--- src/rtl/alu_seq_pkg.sv ---
// Shared defaults and FSM state encoding for the ALU command sequencer.
package alu_seq_pkg;

    localparam int DATA_W_DEF = 4;
    localparam int OP_W_DEF   = 3;

    localparam logic [1:0] ST_IDLE  = 2'd0;
    localparam logic [1:0] ST_ISSUE = 2'd1;
    localparam logic [1:0] ST_RESP  = 2'd2;

    typedef enum logic [1:0] {
        S_IDLE  = ST_IDLE,
        S_ISSUE = ST_ISSUE,
        S_RESP  = ST_RESP
    } state_t;

endpackage

--- src/rtl/alu_seq_fifo.sv ---
// Show-ahead synchronous FIFO; pointers carry one extra wrap bit so full/empty
// are told apart by the MSB compare.
module alu_seq_fifo #(
    parameter int WIDTH = 11,
    parameter int DEPTH = 4
) (
    input  logic             clk,
    input  logic             rst_n,
    input  logic             i_push,
    input  logic [WIDTH-1:0] i_din,
    input  logic             i_pop,
    output logic [WIDTH-1:0] o_dout,
    output logic             o_full,
    output logic             o_empty
);

    localparam int AW = $clog2(DEPTH);

    logic [AW:0]      r_wr_ptr;
    logic [AW:0]      r_rd_ptr;
    logic [WIDTH-1:0] r_mem [DEPTH];
    logic             w_do_push;
    logic             w_do_pop;

    assign o_empty   = (r_wr_ptr == r_rd_ptr);
    assign o_full    = (r_wr_ptr[AW] != r_rd_ptr[AW]) &&
                       (r_wr_ptr[AW-1:0] == r_rd_ptr[AW-1:0]);
    assign w_do_push = i_push && !o_full;
    assign w_do_pop  = i_pop && !o_empty;
    assign o_dout    = r_mem[r_rd_ptr[AW-1:0]];

    // Pointer advance on accepted push/pop.
    always_ff @(posedge clk or negedge rst_n) begin
        if (!rst_n) begin
            r_wr_ptr <= '0;
            r_rd_ptr <= '0;
        end else begin
            if (w_do_push) begin
                r_wr_ptr <= r_wr_ptr + (AW+1)'(1);
            end
            if (w_do_pop) begin
                r_rd_ptr <= r_rd_ptr + (AW+1)'(1);
            end
        end
    end

    // Storage write; contents need no reset since empty gates every read.
    always_ff @(posedge clk) begin
        if (w_do_push) begin
            r_mem[r_wr_ptr[AW-1:0]] <= i_din;
        end
    end

endmodule

--- src/rtl/alu_op_sequencer.sv ---
// Command queue and issue/capture FSM in front of a combinational ALU.
// Optional operand chaining from the last result is enabled by ALU_SEQ_CHAIN_EN.
module alu_op_sequencer
    import alu_seq_pkg::*;
#(
    parameter int DATA_W     = DATA_W_DEF,
    parameter int OP_W       = OP_W_DEF,
    parameter int FIFO_DEPTH = 4,
    parameter int SETTLE_CYC = 1
) (
    input  logic              clk,
    input  logic              rst_n,
    input  logic              cmd_valid,
    output logic              cmd_ready,
    input  logic [OP_W-1:0]   cmd_op,
    input  logic [DATA_W-1:0] cmd_a,
    input  logic [DATA_W-1:0] cmd_b,
`ifdef ALU_SEQ_CHAIN_EN
    input  logic              cmd_chain,
`endif
    output logic [DATA_W-1:0] alu_a,
    output logic [DATA_W-1:0] alu_b,
    output logic [OP_W-1:0]   alu_op,
    input  logic [DATA_W:0]   alu_out,
    output logic              rsp_valid,
    input  logic              rsp_ready,
    output logic [DATA_W:0]   rsp_data,
    output logic [OP_W-1:0]   rsp_op,
    output logic              busy
);

`ifdef ALU_SEQ_CHAIN_EN
    localparam int CMD_W = OP_W + 2*DATA_W + 1;
`else
    localparam int CMD_W = OP_W + 2*DATA_W;
`endif
    localparam int CNT_W = (SETTLE_CYC > 1) ? $clog2(SETTLE_CYC) : 1;

    state_t            r_state;
    state_t            w_next_state;
    logic [CNT_W-1:0]  r_cnt;
    logic              r_ne;
    logic [DATA_W-1:0] r_alu_a;
    logic [DATA_W-1:0] r_alu_b;
    logic [OP_W-1:0]   r_alu_op;
    logic              r_rsp_valid;
    logic [DATA_W:0]   r_rsp_data;
    logic [OP_W-1:0]   r_rsp_op;
    logic              w_full;
    logic              w_empty;
    logic              w_push;
    logic              w_pop;
    logic              w_capture;
    logic              w_last;
    logic [CMD_W-1:0]  w_fifo_din;
    logic [CMD_W-1:0]  w_fifo_dout;
    logic [DATA_W-1:0] w_head_a;
`ifdef ALU_SEQ_CHAIN_EN
    logic [DATA_W-1:0] r_acc_q;
`endif

    assign cmd_ready = !w_full;
    assign w_push    = cmd_valid && !w_full;
    assign w_last    = (r_cnt == CNT_W'(SETTLE_CYC - 1));
`ifdef ALU_SEQ_CHAIN_EN
    assign w_fifo_din = {cmd_chain, cmd_op, cmd_a, cmd_b};
    assign w_head_a   = w_fifo_dout[CMD_W-1] ? r_acc_q : w_fifo_dout[2*DATA_W-1:DATA_W];
`else
    assign w_fifo_din = {cmd_op, cmd_a, cmd_b};
    assign w_head_a   = w_fifo_dout[2*DATA_W-1:DATA_W];
`endif

    alu_seq_fifo #(
        .WIDTH (CMD_W),
        .DEPTH (FIFO_DEPTH)
    ) u_fifo (
        .clk     (clk),
        .rst_n   (rst_n),
        .i_push  (w_push),
        .i_din   (w_fifo_din),
        .i_pop   (w_pop),
        .o_dout  (w_fifo_dout),
        .o_full  (w_full),
        .o_empty (w_empty)
    );

    // State register.
    always_ff @(posedge clk or negedge rst_n) begin
        if (!rst_n) begin
            r_state <= S_IDLE;
        end else begin
            r_state <= w_next_state;
        end
    end

    // Next-state and pop/capture strobes; IDLE waits on the registered non-empty flag.
    always_comb begin
        w_next_state = r_state;
        w_pop        = 1'b0;
        w_capture    = 1'b0;
        case (r_state)
            S_IDLE: begin
                if (r_ne && !w_empty) begin
                    w_pop        = 1'b1;
                    w_next_state = S_ISSUE;
                end else begin
                    w_next_state = S_IDLE;
                end
            end
            S_ISSUE: begin
                if (w_last) begin
                    w_capture    = 1'b1;
                    w_next_state = S_RESP;
                end else begin
                    w_next_state = S_ISSUE;
                end
            end
            S_RESP: begin
                if (r_rsp_valid && rsp_ready) begin
                    w_next_state = S_IDLE;
                end else begin
                    w_next_state = S_RESP;
                end
            end
            default: begin
                w_next_state = S_IDLE;
            end
        endcase
    end

    // Operand issue, settle counter and result capture.
    always_ff @(posedge clk or negedge rst_n) begin
        if (!rst_n) begin
            r_ne        <= 1'b0;
            r_cnt       <= '0;
            r_alu_a     <= '0;
            r_alu_b     <= '0;
            r_alu_op    <= '0;
            r_rsp_valid <= 1'b0;
            r_rsp_data  <= '0;
            r_rsp_op    <= '0;
        end else begin
            r_ne <= !w_empty;
            if (w_pop) begin
                r_alu_a  <= w_head_a;
                r_alu_b  <= w_fifo_dout[DATA_W-1:0];
                r_alu_op <= w_fifo_dout[OP_W+2*DATA_W-1:2*DATA_W];
                r_cnt    <= '0;
            end else if ((r_state == S_ISSUE) && !w_last) begin
                r_cnt <= r_cnt + CNT_W'(1);
            end
            if (w_capture) begin
                r_rsp_data  <= alu_out;
                r_rsp_op    <= r_alu_op;
                r_rsp_valid <= 1'b1;
            end else if (r_rsp_valid && rsp_ready) begin
                r_rsp_valid <= 1'b0;
            end
        end
    end

`ifdef ALU_SEQ_CHAIN_EN
    // Accumulator holding the low bits of the most recent result.
    always_ff @(posedge clk or negedge rst_n) begin
        if (!rst_n) begin
            r_acc_q <= '0;
        end else if (w_capture) begin
            r_acc_q <= alu_out[DATA_W-1:0];
        end
    end
`endif

    assign alu_a     = r_alu_a;
    assign alu_b     = r_alu_b;
    assign alu_op    = r_alu_op;
    assign rsp_valid = r_rsp_valid;
    assign rsp_data  = r_rsp_data;
    assign rsp_op    = r_rsp_op;
    assign busy      = (r_state != S_IDLE) || !w_empty;

endmodule

--- config.mk ---
export PLATFORM = sky130hd
export DESIGN_NAME = alu_op_sequencer
export DESIGN_NICKNAME = d
export VERILOG_FILES = /design/src/rtl/alu_seq_pkg.sv /design/src/rtl/alu_seq_fifo.sv /design/src/rtl/alu_op_sequencer.sv
export SDC_FILE = /design/constraint.sdc
export NUM_CORES = 1
export LEC_CHECK = 0
export ABC_AREA = 1
export CAP_MARGIN = 0
export CORE_ASPECT_RATIO = 1.1
export CORE_MARGIN = 3
export CORE_UTILIZATION = 40
export CTS_CLUSTER_DIAMETER = 40
export DETAILED_ROUTE_END_ITERATION = 16
export PLACE_DENSITY = 0.66
export REMOVE_ABC_BUFFERS = 1
export SLEW_MARGIN = 15
export SYNTH_ARGS = -nofsm -noshare
export SYNTH_HDL_FRONTEND = slang
export SYNTH_HIERARCHICAL = 1
export SYNTH_SLANG_ARGS = --single-unit
--- constraint.sdc ---
create_clock -name clk -period 2.8 [get_ports clk]
set_input_delay 0.42 -clock clk [delete_from_list [all_inputs] [get_ports clk]]
set_output_delay 0.42 -clock clk [all_outputs]
set_load 0.02 [all_outputs]
# Yosys cells after proc, flatten, opt, wreduce, memory -nomap -nowiden
# Memory sizes are Yosys's and may differ from the RTL's. A register that Yosys moved wholly into a read port is not among the register bits.
# Cells that the tools add are included.
# classes
add_sub_neg,3
n_mul,0
div,0
order_cmp,0
n_eq_ne,5
shift,0
n_mux,14
n_bitwise,0
reduce_logical,15
# ops
cell,count
two-way mux 1 bit,11
logical AND 1 bit,7
adder 3 x 1 -> 3 bit (second input constant),2
case mux 2 bit (3 select lines),1
nonzero test 2 bit,3
two-way mux 2 bit,2
equality test 3 bit,1
logical NOT 1 bit,3
equality test 2 x 1 -> 1 bit (second input constant),1
equality test 2 bit,1
equality test 2 bit (second input constant),1
logical NOT 2 bit,1
adder 1 bit (second input constant),1
logical OR 1 bit,1
!= test 1 bit,1
# totals
ff_bits,19
latch_bits,0
mem_bits_rw,44
romBits,0
input_bits,20
output_inout_bits,22
memories,1
# memory_table
memory,words,width,rd,rd_clocked_by_memory_dff,write_ports,line,source
u_fifo.r_mem,4,11,1,1,1,alu_seq_fifo.sv:21,logic [WIDTH-1:0] r_mem [DEPTH];

# Longest topological paths before layout
# Gate-level depths: netlist of the first run.
# logic_depth
word_depth,7
ltp_mapped,12
ltp_nobuf,11

# Modules after synthesis
# The synthesis of the first run kept the hierarchy.
# by_module_without_submodules
module,n_inst,cells_each,area_each_um2,seq_area_each_um2
alu_seq_fifo,1,168,2085.8,1471.4
alu_op_sequencer,1,107,1009.7,600.6

# Least setup slack after synthesis of the first run
# Ideal clock, no wire load.
# synth_timing
kind,reg2reg
from,register u_fifo.r_rd_ptr[0]
to,memory u_fifo.r_mem[0][0] (enable)
t_arrival_ns,1.605
t_required_ns,2.422
setup_slack_ns,0.817
path_stages_with_launch,8
path_buffers,1
synth_period_minus_slack_ns,1.983
cell_sequence,dfrtp_1 -> buf_6 -> xnor2_4 -> nand3_4 -> inv_2 -> nor2_1 -> nand2_2 -> nor2_1
# synth_via
elab_chain_cells,7
# synth_rtl
element,line,source
from (decl),alu_seq_fifo.sv:20,logic [AW:0] r_rd_ptr;
from (signal assigned),alu_seq_fifo.sv:42,r_rd_ptr <= r_rd_ptr + (AW+1)'(1);
equality test 2 bit,alu_seq_fifo.sv:27,(r_wr_ptr[AW-1:0] == r_rd_ptr[AW-1:0]);
logical AND 1 bit,alu_seq_fifo.sv:26,assign o_full = (r_wr_ptr[AW] != r_rd_ptr[AW]) &&
named net w_full,alu_op_sequencer.sv:49,logic w_full;
logical NOT 1 bit,alu_op_sequencer.sv:63,assign w_push = cmd_valid && !w_full;
logical AND 1 bit,alu_op_sequencer.sv:63,
named net w_push,alu_op_sequencer.sv:51,logic w_push;
logical AND 1 bit,alu_seq_fifo.sv:28,assign w_do_push = i_push && !o_full;
two-way mux 1 bit,alu_seq_fifo.sv:49,if (w_do_push) begin
two-way mux 1 bit (implied by the code),alu_seq_fifo.sv:50,r_mem[r_wr_ptr[AW-1:0]] <= i_din;
to (decl),alu_seq_fifo.sv:21,
# The timed path passes the listed nets, and every way through them passes these cells.

# Worst setup path in the final report of the first run
# layout_timing
from,register u_fifo.r_rd_ptr[1]
to,output port busy
# layout_via
elab_chain_cells,3
# layout_rtl
element,line,source
equality test 3 bit,alu_seq_fifo.sv:25,assign o_empty = (r_wr_ptr == r_rd_ptr);
named net w_empty,alu_op_sequencer.sv:50,logic w_empty;
logical NOT 1 bit,alu_op_sequencer.sv:179,assign busy = (r_state != S_IDLE) || !w_empty;
logical OR 1 bit,alu_op_sequencer.sv:179,
to (decl),alu_op_sequencer.sv:29,output logic busy
# The timed path passes the listed nets, and every way through them passes these cells.

==> results of run 1 <==
==> cells in the mapped netlist (3+ instances only) <==
library cell and instances:
o22ai_1 11, buf_6 3, nand3_1 18, o21ai_2 8
inv_2 3, buf_2 5, edfxtp_1 44, o21ai_0 7
nor2_1 29, nand2_1 59, ha_1 5, o21ai_1 16
inv_1 26, dfrtp_1 30
==> stage by stage <==
stage               setup WS [ns]  hold slack (ns)
floorplan                   0.517            0.124
global placement            0.727            0.456
detailed placement          0.677            0.466
CTS                         0.391            0.469
global route                0.285            0.490
finish                      0.397            0.456
==> logic make-up after synthesis <==
family,count (synthesis),synth area share [%]
AND/OR/NAND/NOR,112,15.6
adder cells (fa/ha/maj),5,2.02
AO/OA/AOI/OAI,42,8.21
buffers and inverters,40,6.02
XOR/XNOR,2,1.17
flip-flops,74,66.9
==> power breakdown <==
| group | internal [mW] | leakage [nW] | switching (mW) |
|---|---|---|---|
| sequential | 1.53 | 0.773 | 0.184 |
| combinational | 0.744 | 0.735 | 1.14 |
| clock | 0.492 | 0.106 | 0.381 |
| total | 2.76 | 1.61 | 1.71 |
==> routing by layer <==
metal	up-vias	wire (um)	global-route usage, %
li1	1020	-	-
met1	898	2610	17.8
met2	42	2590	20.4
met3	10	292	3.85
met4	0	96	6.01
met5	-	0	0
==> state kept, by name, summed over array words and instances, names as in the netlist <==
signal	flops
u_fifo/r_mem	44
rsp_data	5
alu_a	4
alu_b	4
alu_op	3
rsp_op	3
u_fifo/r_rd_ptr	3
u_fifo/r_wr_ptr	3
r_state	2
r_cnt	1
r_ne	1
rsp_valid	1
==> layout by cell type (no fill, tap or decap) <==
cell,n
clkinv_4,1
ha_1,5
nand2_1,59
dfrtp_1,30
nand2_2,2
clkbuf_8,9
edfxtp_1,44
o21ai_2,8
o21ai_1,16
inv_2,3
o21ai_0,7
buf_4,8
o22ai_1,11
clkdlybuf4s50_1,41
nand3_2,1
nand3_1,18
nand3_4,2
clkinv_1,1
xor2_1,1
nor2_1,29
inv_1,26
clkinv_2,2
bufinv_16,2
nor2_2,1
xnor2_4,1
==> worst max-delay path, stage by stage, from the launching register on <==
cell and delay (ns):
dfrtp_1 0.39, buf_4 0.19, nand2_1 0.07, nand2_1 0.11
nand3_2 0.13, inv_1 0.07, nand2_1 0.08, clkdlybuf4s50_1 0.60
==> cell type report <==
| cell class | instances | area, um2 | share of cell area (%) |
|---|---|---|---|
| Sequential cell | 74 | 2070 | 54.2 |
| Clock inverter | 6 | 82.6 | 2.16 |
| Inverter | 29 | 109 | 2.84 |
| Timing Repair Buffer | 49 | 470 | 12.3 |
| Multi-Input combinational cell | 161 | 837 | 21.9 |
| Tap cell | 105 | 131 | 3.43 |
| Clock buffer | 9 | 124 | 3.24 |
==> path summary, 6_finish.rpt <==
kind                                 endpoint                from  slack [ns]
max                                      busy  u_fifo/r_rd_ptr[1]        0.40
min                        u_fifo/r_wr_ptr[0]               rst_n        0.46
max reg2reg                u_fifo/r_mem[3][0]  u_fifo/r_rd_ptr[1]        0.70
min reg2reg                          alu_b[1]            alu_b[1]        0.48
max in group asynchronous  u_fifo/r_rd_ptr[2]               rst_n        2.06
min in group clk                     alu_b[1]            alu_b[1]        0.48
==> results.md, run 1 <==
* Status: finished clean
* RePlAce Congestion at 0.744
* CTS clk-pin slew, worst paths at 0.07 ns
* Gr ovfl total at 0
* Post-CTS setup buffer count at 0
* HPWL after DPL at 3.83 mm
* CORE AREA at 0.00747 mm2
* Yosys cell types at 22
* Maximum vdd drop at 0.000430 V
* Final Max Tran Viols at 0
* Finished Layout Cells at 433
* Sequential cell area fraction in the yosys report at 66.9%
* Max_cap viols at 0
* Pwr Total at 4.47 mW
* Final period util at 85.8%
* Hold-fix buffers, CTS at 0
* CTS tree: done
* Root Driver: clkbuf_8
* Max Clock Skew at 0.00949 ns
* EDFF count, synth at 44
* DR vias at 1970
* Vias/cell at 4.55
* GR Util All Layers at 13.4%
* Final instance area at 0.00383 mm2
* Top FF cell, synth: edfxtp_1
* Resize count post-CTS at 0
* Post-synth design cell area at 0.00310 mm2
* Fmax at 416 MHz
* Inst Count DP at 418
* Area share of the largest cell type after synthesis at 42.7%
* Critical Path RT at 2.38 ns
* Async SR Flop Fraction at 40.5%
* Reg2Reg Depth at 10
* Hold Crit Class: input pin to asynchronous set/reset pin
* Final WL at 5.59 mm
* Static Leakage at 1.61 nW
* Initial core utilization at 41.4%
* Number of buffers inserted by port buffering at 41
* Pre-Repair DR Iteration Count at 6
* Die X at 89.9 um
* Final hold violations at 0
* Clk_lat worst skew at 0.35 ns
* Drc violations at 0
* Die ar. at 0.00883 mm2
* Startpoint Class: flip-flop
* Antenna-violating nets left at 0
* Share of cells above drive strength 1 at 12.2%
* # IOs at 42
* DRT iter0 DRCs at 100
* Number of global-route vias before repair at 1878
* Total CTS buffers at 9
* Area contributors post-synth: edfxtp_1 43%, dfrtp_1 24%, nand2_1 7.2%, nor2_1 3.5%, inv_1 3.2%
* P&R area growth vs syn at 23.6%
* Cell Area, Placed at 0.00362 mm2
* DR WL/cell at 12.9 um
* Post-synthesis average cell area at 11.3 um2
* Final Critical Period at 2.40 ns
* Inserted Diodes at 0
* CP Max Fanout at 14
* Fillers at 645
* Number of clock sinks at 74
* Core Util, Final at 51.2%
* Rel. slew slack at 69.7%
* RSZ-0062 raised after global routing: no
* Synth area leader: edfxtp_1
* Setup TNS at 0 ns
* Power per cell area at 1170 mW/mm2
* Cells after synthesis at 275
* H-tree depth at 3
* Largest net degree at the start of global routing at 31
* Setup CP Type: flip-flop to output pin
* # rows at 33
* Count of state elements after synthesis at 74
* Yosys warnings at 6
* Final #Nets at 349
* Initial antenna violation count at 0
* Least-Margin Pin Slew at 0.454 ns
* Clock Tree Buf Depth at 2
* First-pass GRT wire length at 9.23 mm
* Worst Path Arrival at 1.98 ns
* Critical path endpoint category: output pin
* Final setup fails at 0
* Die height at 98.3 um
Note: power is estimated with default switching activity, not from simulation.
==> run 2, diff against run 1 <==
Settings changed: SLEW_MARGIN 15 to unset.
==> results of run 2 <==
The final DEF is identical to that of run 1; final timing and power are the same.
